$ cat config.mk
export PLATFORM = sky130hd
export DESIGN_NAME = shift_register_universal
export DESIGN_NICKNAME = d
export VERILOG_FILES = /design/src/rtl/shift_register_pkg.sv /design/src/rtl/shift_bit_counter.sv /design/src/rtl/shift_register_universal.sv
export SDC_FILE = /design/constraint.sdc
export NUM_CORES = 1
export LEC_CHECK = 0
export ABC_AREA = 1
export ABC_CLOCK_PERIOD_IN_PS = 2850
export BUFFER_PORTS_ARGS = -buffer_cell sky130_fd_sc_hd__buf_2
export CAP_MARGIN = 0
export CORE_ASPECT_RATIO = 1.25
export CORE_UTILIZATION = 45
export CTS_BUF_LIST = sky130_fd_sc_hd__clkbuf_2
export DETAILED_ROUTE_END_ITERATION = 6
export PLACE_DENSITY = 0.72
export RECOVER_POWER = 100
export SYNTH_ARGS = -nofsm -noshare
export SYNTH_HDL_FRONTEND = slang
export SYNTH_SLANG_ARGS = --single-unit
$ cat constraint.sdc
create_clock -name clk -period 2.85 [get_ports clk]
set_clock_uncertainty 0.2 [all_clocks]
set_input_delay 0.57 -clock clk [delete_from_list [all_inputs] [get_ports clk]]
set_output_delay 0.57 -clock clk [all_outputs]
set_load 0.01 [all_outputs]
$ cat src/rtl/shift_register_pkg.sv
// Shared definitions for the universal shift register and the serializer
// controllers built on top of it.
package shift_register_pkg;

    // Operation select encoding for the shift register mode input.
    typedef enum logic [2:0] {
        MODE_HOLD = 3'b000,
        MODE_SHR  = 3'b001,
        MODE_SHL  = 3'b010,
        MODE_ROR  = 3'b011,
        MODE_ROL  = 3'b100,
        MODE_LOAD = 3'b101,
        MODE_CLR  = 3'b110,
        MODE_RSVD = 3'b111
    } mode_t;

    // True for the modes that move one bit and so advance the frame counter.
    function automatic logic is_shift_mode(input logic [2:0] m);
        return (m == MODE_SHR) || (m == MODE_SHL) ||
               (m == MODE_ROR) || (m == MODE_ROL);
    endfunction

endpackage

$ cat src/rtl/shift_bit_counter.sv
// Mod-N shift counter: counts shift edges and emits a registered one-cycle
// wrap pulse on the edge that completes an N-bit frame.
module shift_bit_counter #(
    parameter  int unsigned N     = 8,
    localparam int unsigned CNT_W = (N > 1) ? $clog2(N) : 1
) (
    input  logic             clk,
    input  logic             reset_n,
    input  logic             inc,
    input  logic             clr,
    output logic [CNT_W-1:0] count,
    output logic             wrap
);

    localparam logic [CNT_W-1:0] LAST = CNT_W'(N - 1);

    logic [CNT_W-1:0] count_reg;
    logic [CNT_W-1:0] count_next;
    logic             wrap_reg;
    logic             wrap_next;

    // Next count and wrap pulse; the pulse defaults low so it lasts one cycle.
    always_comb begin
        count_next = count_reg;
        wrap_next  = 1'b0;
        if (clr) begin
            count_next = '0;
        end else if (inc) begin
            if (count_reg == LAST) begin
                count_next = '0;
                wrap_next  = 1'b1;
            end else begin
                count_next = count_reg + CNT_W'(1);
            end
        end
    end

    // Counter and pulse registers; the pulse register updates every edge.
    always_ff @(posedge clk or negedge reset_n) begin
        if (!reset_n) begin
            count_reg <= '0;
            wrap_reg  <= 1'b0;
        end else begin
            count_reg <= count_next;
            wrap_reg  <= wrap_next;
        end
    end

    assign count = count_reg;
    assign wrap  = wrap_reg;

endmodule

$ cat src/rtl/shift_register_universal.sv
// Universal shift register: hold, shift/rotate in both directions, parallel
// load and clear, with a frame counter flagging every N-th shift.
module shift_register_universal
    import shift_register_pkg::*;
#(
    parameter  int unsigned N     = 8,
    localparam int unsigned CNT_W = (N > 1) ? $clog2(N) : 1
) (
    input  logic             clk,
    input  logic             reset_n,
    input  logic             en,
    input  logic [2:0]       mode,
    input  logic             SI_R,
    input  logic             SI_L,
    input  logic [N-1:0]     I,
    output logic [N-1:0]     Q,
    output logic             SO_R,
    output logic             SO_L,
    output logic [CNT_W-1:0] count,
    output logic             done
);

    logic [N-1:0] q_reg;
    logic [N-1:0] q_next;
    logic         cnt_inc;
    logic         cnt_clr;

    // Mode mux for the next register value; unused codes hold.
    always_comb begin
        q_next = q_reg;
        case (mode)
            MODE_SHR:  q_next = {SI_R, q_reg[N-1:1]};
            MODE_SHL:  q_next = {q_reg[N-2:0], SI_L};
            MODE_ROR:  q_next = {q_reg[0], q_reg[N-1:1]};
            MODE_ROL:  q_next = {q_reg[N-2:0], q_reg[N-1]};
            MODE_LOAD: q_next = I;
            MODE_CLR:  q_next = '0;
            default:   q_next = q_reg;
        endcase
    end

    // Data register, gated by the clock enable.
    always_ff @(posedge clk or negedge reset_n) begin
        if (!reset_n) begin
            q_reg <= '0;
        end else if (en) begin
            q_reg <= q_next;
        end
    end

    // Counter controls: load/clear restart the frame, so a wrap is suppressed.
    always_comb begin
        cnt_inc = en && is_shift_mode(mode);
        cnt_clr = en && ((mode == MODE_LOAD) || (mode == MODE_CLR));
    end

    shift_bit_counter #(.N(N)) u_counter (
        .clk     (clk),
        .reset_n (reset_n),
        .inc     (cnt_inc),
        .clr     (cnt_clr),
        .count   (count),
        .wrap    (done)
    );

    assign Q    = q_reg;
    assign SO_R = q_reg[0];
    assign SO_L = q_reg[N-1];

endmodule

==> results of run 1 <==
[stage by stage]
step / worst slack [ns] / area [sq um] / hold slack (ns)
final: 0.892 / 905 / 0.346
after global routing: 0.742 / 905 / 0.390
after CTS: 1.21 / 930 / 0.356
after detailed placement: 1.03 / 901 / 0.263
after global placement: 1.05 / 901 / 0.262
after floorplan: 1.23 / 774 / 0.0744
[kinds of logic after synthesis]
kind of cell	synth area share, %
AND/OR/NAND/NOR	48.6
flip-flops	38.8
adder cells (fa/ha/maj)	3.23
buffers and inverters	8.72
AO/OA/AOI/OAI	0.646
[report_power, final]
part | switching [uW] | total, uW | internal [uW] | leakage [uW]
Combinational | 113 | 183 | 70.3 | 0.000331
Clock | 51.3 | 81.8 | 30.5 | 0.0000140
Sequential | 46.4 | 259 | 212 | 0.000158
Total | 211 | 524 | 313 | 0.000504
[metal layers]
layer / wire, um / share of wire, %
met1: 812 / 45
met5: 0 / 0
met2: 879 / 49
met4: 7 / 0.39
met3: 93 / 5.2
[cell usage after synthesis]
cell     number  share of area [%]
buf_6         1                1.5
ha_1          2                3.2
inv_2         2               0.97
buf_4         4                3.9
nand2_2       3                2.4
nor2_1        3                1.5
nand4_1       6                4.8
nand3_1      21                 14
inv_1         5                2.4
nor2_2        1               0.81
o21ai_1       1               0.65
nand2_1      50                 24
dfrtp_1      12                 39
nand3_2       1                1.3
[how the worst max path moves through the flow]
stage | start | endpoint | slack, ns | depth (start not counted)
finish | mode[1] | Q[2] | 0.89 | 8
global route | mode[1] | Q[4] | 0.74 | 8
CTS | Q[7] | SO_L | 1.21 | 1
detailed placement | mode[2] | Q[5] | 1.03 | 8
global placement | mode[2] | Q[2] | 1.05 | 8
floorplan | mode[1] | Q[7] | 1.23 | 8
[tightest hold or removal path, stage by stage, from the launching register on]
cell     delay (ns)
dfrtp_1        0.39
nand3_1        0.08
nand2_1        0.06
[timing repair]
| item | CTS | global route |
|---|---|---|
| setup buffers | 0 | 0 |
| hold endpoints to repair | 12 | 0 |
| hold buffers | 1 | 0 |
[area by class of cell]
class | count | area, sq um
tap | 18 | 22.5
clock inverter | 1 | 3.75
clock buffer | 3 | 15.0
timing repair buffer | 30 | 135
multi-input combinational | 88 | 402
sequential | 12 | 300
inverter | 7 | 26.3
fill | 169 | 677
==> run metrics, run 1 <==
critical setup path kind=in2reg; routed len/inst=~11 um; Syn. warnings=0; gr busiest metal=met2; # IOs=30; largest net degree at the start of global routing=16; CTS Buffer Depth=2; clk sinks=12; reg-to-reg slack, setup=approximately 1.5 ns; Antenna Nets Post-Route=0; Core Footprint=roughly 0.0016 sq mm; outcome=complete, no violations; FMAX=0.511 GHz; # diodes=0; total power=524 uW; DRC=0; gr usage total=20.1%; Pre-antenna DRT Iters=4; Vias=822; min cycle time layout=1.96 ns; number of antenna violations at the first check in global routing=0; Yosys reg bits=12; TNS Setup=0 ns; CP cell instances=clkbuf_1 > nor2_1 > nand2_1 > nand2_1 > nand2_1 > nand2_1 > nand2_1 > nand2_1; CP top delay family=simple AND/OR/NAND/NOR gates; first-pass GRT wire length=2810 um; CP max FO=15; fin nets=160; startpoint types=primary input; FP Rows=16; most common cell after layout, fill and taps aside=nand2_1; GR met2 Demand/Resource=32.5%; met3 Usage GRT=1.38%; DR iter-0 viols=10; Layout Cells excl Fill=roughly 160; Post-CTS Resized=0; type of the worst min-delay path=reg2reg; placed insts=~150; Cell Area, Synth=774 sq um; commonest cells after routing, fill and taps aside=nand2_1 (52), nand3_1 (21), clkbuf_1 (16); Placer Congestion=0.761; WL final=around 1800 um; Worst-Margin Slew=0.651 ns; layout cells sized above 1=14.9%; dpl hpwl=1400 um; met1 Resource Use GR=27.7%; cell mode on critical path=nand2_1; Root Buffer=clkbuf_2; Overflow after GRT=0; Hold Path Cell Cnt=2; slowest CP cell=nand2_1; Die Ht=48.4 um; worst reg2reg path endpoint=u_counter.count[2]; Initial Utilization=49.0%; VDD IR max=roughly 0.32 mV; Setup crit end kind=flip-flop; number of global-route vias before repair=665; CTS tree=yes; CTS H-Tree Depth=1; fin util=57.2%; worst r2r src=u_counter.count[0]; static leakage=0.000504 uW; endpoints failing setup=0; Largest register FFs=8; chip width=39.1 um; Area Overhead vs Synth=16.8%; post-synth cell types=14; worst path bufs/invs=1; CTS buffer count=3; Fin. Hold Viols=0; Max-Cap Viols=0; reg2reg path depth=4; Slew HR=56.6%; die area=0.00189 sq mm; Clk pin slew, worst setup/hold paths=0.11 ns; Power Density=579 mW/mm^2; Final period util=between 60% and 70%; Syn Inst Count=112; Worst-Skew Late Latency=0.25 ns; Max Slew Vio Count=0; hold path endpoint=u_counter.count[1]; post-synthesis sequential area ratio=38.8%; Syn Area/Cell=6.92 sq um; worst min-delay path startpoint=u_counter.count[1]; RSZ-0062 raised after global routing=no; Post-Syn Nets=130; vias per cell=5.17; Critical Path Max Stage Delay=0.35 ns; critical path arrival=roughly 1.9 ns; IO buf count=29; Worst EP required=around 2.8 ns
No activity file was read; power rests on OpenSTA's default activity.
==> run 2, diff against run 1 <==
ABC_CLOCK_PERIOD_IN_PS = 2000   (was 2850)
clock period = 2 ns   (was 2.85 ns; I/O delays follow)
==> run 2 against run 1 <==
Against the previous run:
- sequential power grew 42%
- clock power grew 49%
- die area is the same
- critical endpoint is now Q[4]
- largest cell class unchanged
- highest routed layer unchanged
==> run metrics, run 2 (synthesis results as in run 1) <==
Worst-Skew Late Latency=about 0.26 ns; DRC=0; Critical Path Max Stage Delay=approximately 0.36 ns; Antenna Nets Post-Route=0; largest net degree at the start of global routing=16; Hold Buf Count CTS=1; clk sinks=12; Area Overhead vs Synth=17.0%; Die Ht=48.4 um; chip width=39.1 um; FP Rows=16; total power=751 uW; CP max FO=15; Met1 Wirelength=845 um; gr usage total=20.9%; met2 routed WL=838 um; critical path arrival=1.62 ns; Worst-Margin Slew=0.636 ns; CTS tree=yes; CTS buffer count=3; dpl hpwl=1390 um; type of the worst min-delay path=in2reg; Fill cells=166; endpoints failing setup=0; Clock Power Share=16.3%; worst path bufs/invs=2; startpoint types=primary input; Worst EP required=1.96 ns; static leakage=between 0.0005 and 0.0006 uW; critical setup path kind=in2reg; Overflow after GRT=0; Clk pin slew, worst setup/hold paths=0.11 ns; CP top delay family=simple AND/OR/NAND/NOR gates; Post-CTS Resized=0; WL final=1790 um; DR iter-0 viols=11; FMAX=0.602 GHz; TNS Setup=0 ns; CTS H-Tree Depth=1; IO buf count=29; commonest cells after routing, fill and taps aside=nand2_1 (52), nand3_1 (21), clkbuf_1 (15); area of the multi-input gates=approximately 400 sq um; Sequential Power Share=49.1%; Register Area=~300 sq um; number of global-route vias before repair=around 670; min cycle time layout=1.66 ns; fin nets=160; Fin. Hold Viols=0; Setup crit end kind=flip-flop; P_int=around 450 uW; # IOs=30; Slew HR=57.6%; CP cell instances=buf_2 > inv_2 > o21ai_1 > nand2_1 > nand2_1 > nand2_1 > nand2_1 > nand2_1; Core Footprint=between 0.0015 and 0.002 sq mm; Placer Congestion=approximately 0.76; Power Density=between 800 and 900 mW/mm^2; number of antenna violations at the first check in global routing=0; die area=0.00189 sq mm; CTS Buffer Depth=2; RSZ-0062 raised after global routing=no; Max-Cap Viols=0; Setup Buffers After CTS=0; routed len/inst=11.3 um; cell mode on critical path=nand2_1; Root Buffer=clkbuf_2; Largest register FFs=8; outcome=complete, no violations; # diodes=0; Final period util=83.0%; Vias=807; VDD IR max=0.468 mV; fin worst setup slack=0.339 ns; Met3 Wirelength=76 um; Net Sw Frac=40.6%; Initial Utilization=~50%; Pre-antenna DRT Iters=4; P_sw=just over 300 uW; hold_ws=0.238 ns; Max Slew Vio Count=0; vias per cell=5.08; pre-CTS worst setup slack=0.341 ns; Gate power share=roughly a third; first-pass GRT wire length=2840 um; most common cell after layout, fill and taps aside=nand2_1; DR top layer=met4; slowest CP cell=nand2_1; layout cells sized above 1=15.6%
-- run 2: cell type report --
cell class,instances,area share (%)
Tap cell,18,2.49
Clock inverter,1,0.414
Multi-Input combinational cell,88,44.3
Clock buffer,3,1.66
Inverter,7,2.90
Timing Repair Buffer,30,15.1
Sequential cell,12,33.1
-- run 2: worst register-to-register path: stages (launching register included) --
cell     delay, ns
dfrtp_1       0.43
ha_1          0.21
ha_1          0.27
nand2_1       0.06
nand2_1       0.05
-- run 2: per-layer routing --
metal,GRT usage (%),vias up
met2,32.2,20
met5,0,-
met3,1.38,4
met4,10.3,0
met1,28.7,364
li1,-,419
-- run 2: final timing paths --
path / startpoint / to / slack, ns / depth (start not counted)
max in group asynchronous: reset_n / Q[4] / 0.73 / 2
setup / recovery: mode[2] / Q[4] / 0.34 / 8
setup reg to reg: u_counter.count[0] / u_counter.count[2] / 0.67 / 4
hold / removal: I[3] / Q[3] / 0.24 / 5
min in group asynchronous: reset_n / Q[1] / 0.46 / 2
hold reg to reg: u_counter.count[1] / u_counter.count[1] / 0.35 / 2
-- run 2: per-stage QoR --
step / area [sq um] / util [%] / std cells
2_1_floorplan: 774 / - / 112
3_3_place_gp: 901 / 57.0 / 154
3_5_place_dp: 901 / 57.0 / 154
4_1_cts: 930 / 58.8 / 159
5_1_grt: 906 / 57.3 / 159
6_report: 906 / 57.3 / 159
-- run 2: power by group through the flow --
stage	sequential [uW]	combinational, uW	clock, uW
2_1_floorplan	389	150	0
3_5_place_dp	372	282	0
6_report	369	260	122
4_1_cts	367	284	128
5_1_grt	379	296	144
3_3_place_gp	370	278	0
==> run 3, diff against run 2 <==
ABC_CLOCK_PERIOD_IN_PS = 1600   (was 2000)
clock period = 1.6 ns   (was 2 ns; I/O delays follow)
==> run 3 against run 2 <==
Against the previous run:
- via count up 3.3%
- total power is 23% higher
- critical path type unchanged
- final cell count is 0.63% lower
- combinational power is 26% higher
- clock-buffer cell count did not move
- wire length hardly changed
- sequential power up 24%
- core utilization is 0.079 points lower
- die area unchanged
- first-iteration DRC count increased by 36%
==> run metrics, run 3 (synthesis results as in run 1) <==
outcome=complete, no violations; Hold Path Cell Cnt=5; DRC=0; total power=926 uW; Max Slew Vio Count=0; Clk pin slew, worst setup/hold paths=0.10 ns; FP Rows=16; Area after DPL=901 sq um; dpl hpwl=1410 um; Largest register FFs=8; Die Ht=48.4 um; reg-to-reg slack, setup=0.27 ns; critical setup path kind=in2reg; IO buf count=29; chip width=39.1 um; Overflow after GRT=0; Setup Buffers After CTS=0; worst r2r src=u_counter.count[0]; Initial Utilization=49.0%; hold_ws=0.170 ns; Final period util=87.1%; Final Cell Area=about 900 sq um; Core Footprint=0.00158 sq mm; CP max FO=12; min cycle time layout=1.39 ns; cell mode on critical path=nand2_1; TNS Setup=0 ns; # IOs=30; Fill cells=173; Worst EP required=between 1.5 and 2 ns; worst min-delay path startpoint=I[3]; Antenna Nets Post-Route=0; largest net degree at the start of global routing=16; clk sinks=12; fin nets=160; hold path endpoint=Q[3]; slowest CP cell=nand2_1; first-pass GRT wire length=about 2800 um; Vias=around 830; gr usage total=20.3%; VDD IR max=~0.53 mV; Fin. Hold Viols=0; Area Overhead vs Synth=16.8%; Post-CTS Resized=0; number of antenna violations at the first check in global routing=0; static leakage=0.000506 uW; worst reg2reg path endpoint=u_counter.count[2]; number of global-route vias before repair=695; Pre-antenna DRT Iters=4; worst path bufs/invs=2; Max-Cap Viols=0; die area=about 0.0019 sq mm; Placer Congestion=between 0.7 and 0.8; CP cell instances=clkbuf_2 > inv_1 > nand2_1 > nand2_1 > nand3_2 > nand2_1 > nand2_1 > nand2_1; Setup crit end kind=flip-flop; # diodes=0; Worst-Skew Late Latency=0.25 ns; routed len/inst=between 10 and 15 um; commonest cells after routing, fill and taps aside=nand2_1 (51), nand3_1 (21), clkbuf_1 (15); DR iter-0 viols=15; startpoint types=primary input; CTS buffer count=3; critical path arrival=1.39 ns; CP top delay family=simple AND/OR/NAND/NOR gates; fin util=a little under three fifths; Slew HR=57.3%; layout cells sized above 1=16.4%; endpoints failing setup=0; vias per cell=5.28; FMAX=0.718 GHz; reg2reg path depth=4; Worst-Margin Slew=0.641 ns; most common cell after layout, fill and taps aside=nand2_1; type of the worst min-delay path=in2reg; Power Density=1020 mW/mm^2; Critical Path Max Stage Delay=about 0.28 ns; CTS Buffer Depth=2; CTS tree=yes; WL final=1790 um; RSZ-0062 raised after global routing=no; CTS H-Tree Depth=1; Root Buffer=clkbuf_2
[run 3: where the power goes]
part	internal [uW]	total, uW	switching (uW)
combinational	126	327	201
sequential	378	459	81.0
clock	51.1	139	88.2
total	555	926	370
[run 3: worst max-delay path by stage]
stage                  from   end  slack [ns]  cells past startpoint
floorplan           mode[1]  Q[7]        0.23                      8
global placement    mode[2]  Q[2]        0.05                      8
detailed placement  mode[2]  Q[5]        0.02                      8
CTS                    Q[7]  SO_L        0.22                      1
global route        mode[1]  Q[5]        0.10                      8
finish              mode[1]  Q[4]        0.21                      8
[run 3: layout make-up]
| type | instances | area (sq um) | area share [%] |
|---|---|---|---|
| multi-input combinational | 88 | 404 | 44.7 |
| sequential | 12 | 300 | 33.2 |
| timing repair buffer | 30 | 136 | 15.1 |
| inverter | 7 | 26.3 | 2.90 |
| tap | 18 | 22.5 | 2.49 |
| clock buffer | 3 | 15.0 | 1.66 |
[run 3: through the flow]
stage	setup slack, ns	cells
6_report	0.207	158
5_1_grt	0.102	158
4_1_cts	0.216	158
3_5_place_dp	0.0217	154
3_3_place_gp	0.0486	154
2_1_floorplan	0.231	112
[run 3: routing by layer]
layer	vias to the layer above	track usage (%)	part of all wire, %
li1	420	-	-
met1	391	24.2	45
met2	19	34.7	50
met3	4	3.21	3.7
met4	0	8.05	0.95
met5	-	0	0
[run 3: worst register-to-register path, delay by kind of cell (launching register included)]
| kind | cells | cell delay, ns |
|---|---|---|
| adder cells (fa/ha/maj) | 2 | 0.48 |
| flip-flops | 1 | 0.43 |
| AND/OR/NAND/NOR | 2 | 0.11 |
[run 3: repair_timing]
item / CTS / global route
hold buffers: 1 / 0
endpoints found under the setup margin: 0 / 0
endpoints found under the hold margin: 12 / 0
